<file path="src/rtl/mem_arb_pkg.sv">
// Purpose: shared types for the fetch/data memory-port arbiter.
// Latency: n/a (types and constants only).
// Backpressure: n/a.
// Contents: FSM state type, requester ID type, byte-enable all-ones constant.
package mem_arb_pkg;

  // Arbiter FSM states. The S_ prefix keeps them distinct from the requester IDs.
  typedef enum logic [2:0] {
    S_IDLE   = 3'd0,
    S_REQ_I  = 3'd1,
    S_WAIT_I = 3'd2,
    S_REQ_D  = 3'd3,
    S_WAIT_D = 3'd4
  } arbState_t;

  typedef enum logic {
    REQ_I = 1'b0,
    REQ_D = 1'b1
  } reqId_t;

  // Wide enough for any data width up to 512 bits; users slice the low DATA_W/8 bits.
  localparam logic [63:0] BE_ALL_ONES = '1;

endpackage

</file>
<file path="src/rtl/mem_arb_pick.sv">
// Purpose: combinational winner select between fetch and data requests.
// Latency: 0 cycles (pure combinational).
// Backpressure: none; the caller masks requests that must not be selected.
// Ports: reqI/reqD masked requests, lastServed (ARB_FAIR_EN only), gntVld/gntId winner.
// Config: with ARB_FAIR_EN defined, priority alternates; otherwise data always wins.
import mem_arb_pkg::*;

module mem_arb_pick (
  input  logic   reqI,
  input  logic   reqD,
`ifdef ARB_FAIR_EN
  input  reqId_t lastServed,
`endif
  output logic   gntVld,
  output reqId_t gntId
);

  always_comb begin
    gntVld = reqI | reqD;
    gntId  = REQ_I;
`ifdef ARB_FAIR_EN
    if (reqI && reqD) begin
      // On contention, hand the port to whichever side did not go last.
      gntId = (lastServed == REQ_D) ? REQ_I : REQ_D;
    end else if (reqD) begin
      gntId = REQ_D;
    end
`else
    if (reqD) begin
      gntId = REQ_D;
    end
`endif
  end

endmodule

</file>
<file path="src/rtl/mem_port_arbiter.sv">
// Purpose: shares one single-ported memory between fetch and load/store requesters.
// Latency: request seen in IDLE -> Valid pulse 3 cycles later at best (gnt at once, rvalid +1).
// Backpressure: one transaction at a time; requesters stall (StallF/StallM) until their Valid pulse.
// Ports: fetch (IReqF/IAddrF/IRdataF/IValidF/StallF), data (DReqM/DWeM/DAddrM/DWdataM/DBeM/
//        DRdataM/DValidM/StallM), memory (mem_req/we/addr/wdata/be out, mem_gnt/rvalid/rdata in).
// Config: define ARB_FAIR_EN for alternating priority; default is strict data priority.
import mem_arb_pkg::*;

module mem_port_arbiter #(
  parameter int ADDR_W = 32,
  parameter int DATA_W = 32
) (
  input  logic                clk,
  input  logic                rst,
  input  logic                IReqF,
  input  logic [ADDR_W-1:0]   IAddrF,
  output logic [DATA_W-1:0]   IRdataF,
  output logic                IValidF,
  output logic                StallF,
  input  logic                DReqM,
  input  logic                DWeM,
  input  logic [ADDR_W-1:0]   DAddrM,
  input  logic [DATA_W-1:0]   DWdataM,
  input  logic [DATA_W/8-1:0] DBeM,
  output logic [DATA_W-1:0]   DRdataM,
  output logic                DValidM,
  output logic                StallM,
  output logic                mem_req,
  output logic                mem_we,
  output logic [ADDR_W-1:0]   mem_addr,
  output logic [DATA_W-1:0]   mem_wdata,
  output logic [DATA_W/8-1:0] mem_be,
  input  logic                mem_gnt,
  input  logic                mem_rvalid,
  input  logic [DATA_W-1:0]   mem_rdata
);

  localparam int BE_W = DATA_W / 8;
  localparam logic [BE_W-1:0] BE_READ = BE_ALL_ONES[BE_W-1:0];

  arbState_t state;
  logic      qualI;
  logic      qualD;
  logic      pickVld;
  reqId_t    pickId;

  // A requester whose Valid is high this cycle was just served; its Req is
  // still asserted only because the pipeline has not advanced yet.
  assign qualI  = IReqF & ~IValidF;
  assign qualD  = DReqM & ~DValidM;

  assign StallF = IReqF & ~IValidF;
  assign StallM = DReqM & ~DValidM;

`ifdef ARB_FAIR_EN
  reqId_t lastServed;
`endif

  mem_arb_pick uPick (
    .reqI       (qualI),
    .reqD       (qualD),
`ifdef ARB_FAIR_EN
    .lastServed (lastServed),
`endif
    .gntVld     (pickVld),
    .gntId      (pickId)
  );

  always_ff @(posedge clk or posedge rst) begin
    if (rst) begin
      state     <= S_IDLE;
      mem_req   <= 1'b0;
      mem_we    <= 1'b0;
      mem_addr  <= '0;
      mem_wdata <= '0;
      mem_be    <= '0;
      IRdataF   <= '0;
      DRdataM   <= '0;
      IValidF   <= 1'b0;
      DValidM   <= 1'b0;
`ifdef ARB_FAIR_EN
      lastServed <= REQ_I;
`endif
    end else begin
      IValidF <= 1'b0;
      DValidM <= 1'b0;
      case (state)
        S_IDLE: begin
          if (pickVld) begin
            mem_req <= 1'b1;
`ifdef ARB_FAIR_EN
            lastServed <= pickId;
`endif
            if (pickId == REQ_D) begin
              mem_we    <= DWeM;
              mem_addr  <= DAddrM;
              mem_wdata <= DWdataM;
              mem_be    <= DWeM ? DBeM : BE_READ;
              state     <= S_REQ_D;
            end else begin
              mem_we    <= 1'b0;
              mem_addr  <= IAddrF;
              mem_wdata <= '0;
              mem_be    <= BE_READ;
              state     <= S_REQ_I;
            end
          end
        end
        S_REQ_I: begin
          if (mem_gnt) begin
            mem_req <= 1'b0;
            state   <= S_WAIT_I;
          end
        end
        S_REQ_D: begin
          if (mem_gnt) begin
            mem_req <= 1'b0;
            state   <= S_WAIT_D;
          end
        end
        S_WAIT_I: begin
          if (mem_rvalid) begin
            IRdataF <= mem_rdata;
            // A flushed fetch still drains the memory, but nobody is waiting for it.
            IValidF <= IReqF;
            state   <= S_IDLE;
          end
        end
        S_WAIT_D: begin
          if (mem_rvalid) begin
            if (!mem_we) begin
              DRdataM <= mem_rdata;
            end
            DValidM <= DReqM;
            state   <= S_IDLE;
          end
        end
        default: state <= S_IDLE;
      endcase
    end
  end

endmodule

</file>
<file path="config.mk">
export PLATFORM = sky130hd
export DESIGN_NAME = mem_port_arbiter
export DESIGN_NICKNAME = d
export VERILOG_FILES = /design/src/rtl/mem_arb_pkg.sv /design/src/rtl/mem_arb_pick.sv /design/src/rtl/mem_port_arbiter.sv
export SDC_FILE = /design/constraint.sdc
export NUM_CORES = 1
export LEC_CHECK = 0
export ABC_AREA = 1
export CORE_UTILIZATION = 45
export CTS_BUF_LIST = sky130_fd_sc_hd__clkbuf_4 sky130_fd_sc_hd__clkbuf_8
export CTS_CLUSTER_SIZE = 8
export DETAILED_ROUTE_END_ITERATION = 10
export PLACE_DENSITY_LB_ADDON = 0.2
export SLEW_MARGIN = 20
export SYNTH_ARGS = -nofsm -noshare
export SYNTH_HDL_FRONTEND = slang
export SYNTH_SLANG_ARGS = --single-unit
</file>
<file path="constraint.sdc">
create_clock -name clk -period 7.2 [get_ports clk]
set_input_delay 0.72 -clock clk [delete_from_list [all_inputs] [get_ports clk]]
set_output_delay 0.72 -clock clk [all_outputs]
set_load 0.02 [all_outputs]
</file>
==> reports/results.txt <==
TritonRoute pass-1 iters -> 5
Final min period -> 3.98 ns
Arrival time worst endpoint -> 3.26 ns
Setup WS post-layout -> 3.22 ns
Vias per cell -> 4.82
Ant diodes -> 0
Cell Count, Final, Fillers Out -> 1065
Commonest non-fill, non-tap cell in the layout -> clkdlybuf4s50_1
WP data required -> 6.48 ns
Sequential area share after synthesis -> 0.611
Multi-input logic area -> 1840 um^2
Postcts setup bufs -> 0
Synth Cell Area -> 5700 um^2
RSZ-0062 raised after global routing -> no
Synth Area in Simple Gates -> 0.222
Final wirelength -> 16000 um
CTS buffer count -> 17
Fillers -> 927
Routability cong. -> 0.807
Most frequent cells in the layout -> clkdlybuf4s50_1, nand2_1, dfrtp_1
GRT Resource Usage Total -> 0.253
Iter 0 DRT Violations -> 352
Io pins -> 277
Worst Setup End Kind -> output port
Largest net degree at the start of global routing -> 91
Clk slew on worst S/H paths -> 0.07 ns
Fraction of layout cells with a size suffix above 1 -> 0.0814
Global-route wire length before repair -> 25200 um
Register Area -> 3480 um^2
Die height -> 115 um
Final Hold Viols -> 0
Mapped Cells -> 622
P&R area growth vs syn -> 55.6%
Synthesis-stage register bit count -> 139
DR vias -> 5128
Hold crit path type -> flip-flop to flip-flop
Antenna Nets Post-Route -> 0
Die Wd -> 115 um
Initial antenna violation count -> 0
Finished Cell Area -> 8860 um^2
Skew-Pair Late Insertion Delay -> 0.44 ns
Wire length per cell -> 15.1 um
Inst Count DP -> 1036
Post-Synth XOR/XNOR Area -> 0
Vias in the first global route -> 5167
Synth unique cells -> 19
Post-Place Cell Area -> 8500 um^2
CTS tree -> yes
Core area -> 12200 um^2
P_leak -> 0.00419 uW
CTS Root Cell -> clkbuf_8
Pwr/cell area -> 433 nW/um^2
CP Class -> primary input to output port
Setup Slack @ Placement -> 3.24 ns
Max-Cap Viols -> 0
Worst-Margin Slew -> 1.08 ns
PortBufs -> 276
GRT overflow -> 0
Main combinational cell family by area after synthesis -> simple AND/OR/NAND/NOR gates
Site row count -> 40
Post-synthesis mux area share -> 0
Fin Setup TNS -> 0 ns
Die ar. -> 13100 um^2
Adder-Cell Fraction of Synth Area -> 0
Max Clock Freq -> 251 MHz
Initial Util -> 0.468
Final #Nets -> 1026
CTS hold repair buffers -> 0
Worst Setup Start Kind -> primary input
Max Slew Vio Count -> 0
CP Max Fanout -> 36
Post-synthesis compound-gate area fraction -> 0.100
Number of clock sinks -> 139
Yosys Warn Count -> 0
VDD IR max -> 0.250 mV
DRC viols -> 0
Htree depth -> 4
Setup violators final -> 0
Syn_nets -> 761
Clk_skew -> 0.00827 ns
Syn avg cell area -> 9.16 um^2
Hpwl dp -> 11500 um
Final Cycle Share -> 0.553
CTS resizes -> 0
Slew HR -> 0.279
Max Root-Sink Buffers -> 2
Status -> completed
## Yosys cell counts (all sizes together)
cell type  number  area share
nand2         244        0.16
dfrtp         139        0.61
o21ai          65       0.057
inv            48       0.032
o211ai         32       0.042
or2            32       0.035
nor2           20       0.016
buf            19       0.027
clkbuf         14      0.0092
nand3           5      0.0044
nand4           2      0.0033
a21oi           1     0.00088
nor3            1     0.00088
## routing by layer
| metal | share of wire | track usage | vias up | wire, um |
|---|---|---|---|---|
| met5 | 0 | 0 | - | 0 |
| met4 | 0.032 | 0.124 | 0 | 510 |
| met3 | 0.089 | 0.102 | 34 | 1430 |
| met2 | 0.49 | 0.415 | 213 | 7860 |
| met1 | 0.39 | 0.288 | 2399 | 6250 |
| li1 | - | - | 2482 | - |
## worst max-delay path, stage by stage
cell,delay (ns)
clkdlybuf4s50_1,0.49
nand2_2,0.33
inv_1,0.93
clkdlybuf4s50_1,0.77
## state kept, by name, summed over array words and instances, names as in the netlist
signal	flops
DRdataM	32
DValidM	1
IRdataF	32
IValidF	1
mem_addr	32
mem_be	4
mem_req	1
mem_wdata	32
mem_we	1
state	3
## path summary, 6_finish.rpt
| path | startpoint | endpoint | slack, ns | cells past startpoint |
|---|---|---|---|---|
| max | DReqM | StallM | 3.22 | 4 |
| min | mem_wdata[14] | mem_wdata[14] | 0.47 | 2 |
| max reg2reg | DValidM | mem_addr[29] | 3.98 | 8 |
| min reg2reg | mem_wdata[14] | mem_wdata[14] | 0.47 | 2 |
| max in group asynchronous | rst | DRdataM[12] | 5.21 | 3 |
| min in group asynchronous | rst | mem_wdata[5] | 0.79 | 2 |
## area by class of cell
| cell class | count | area share |
|---|---|---|
| clock buffers | 20 | 0.0297 |
| clock inverters | 9 | 0.0113 |
| inverters | 48 | 0.0210 |
| multi-input cells | 402 | 0.207 |
| flip-flops and latches | 139 | 0.393 |
| well taps | 168 | 0.0237 |
| repair buffers | 279 | 0.314 |
## metrics by stage
step	power [uW]	utilization	hold WS (ns)
after CTS	3870	0.728	0.476
after global placement	3210	0.698	0.453
after floorplan	2340	-	0.518
after detailed placement	3260	0.699	0.459
final	3840	0.729	0.475
after global routing	4090	0.729	0.484
## kinds of logic after synthesis
group	after synthesis
simple gates	304
flops	139
compound gates	98
buf+inv	81
## where the power goes
group	internal (uW)	switching [uW]	total [uW]
Sequential	1140	199	1340
Combinational	857	1040	1900
Clock	315	278	593
No activity file was read; power rests on OpenSTA's default activity.
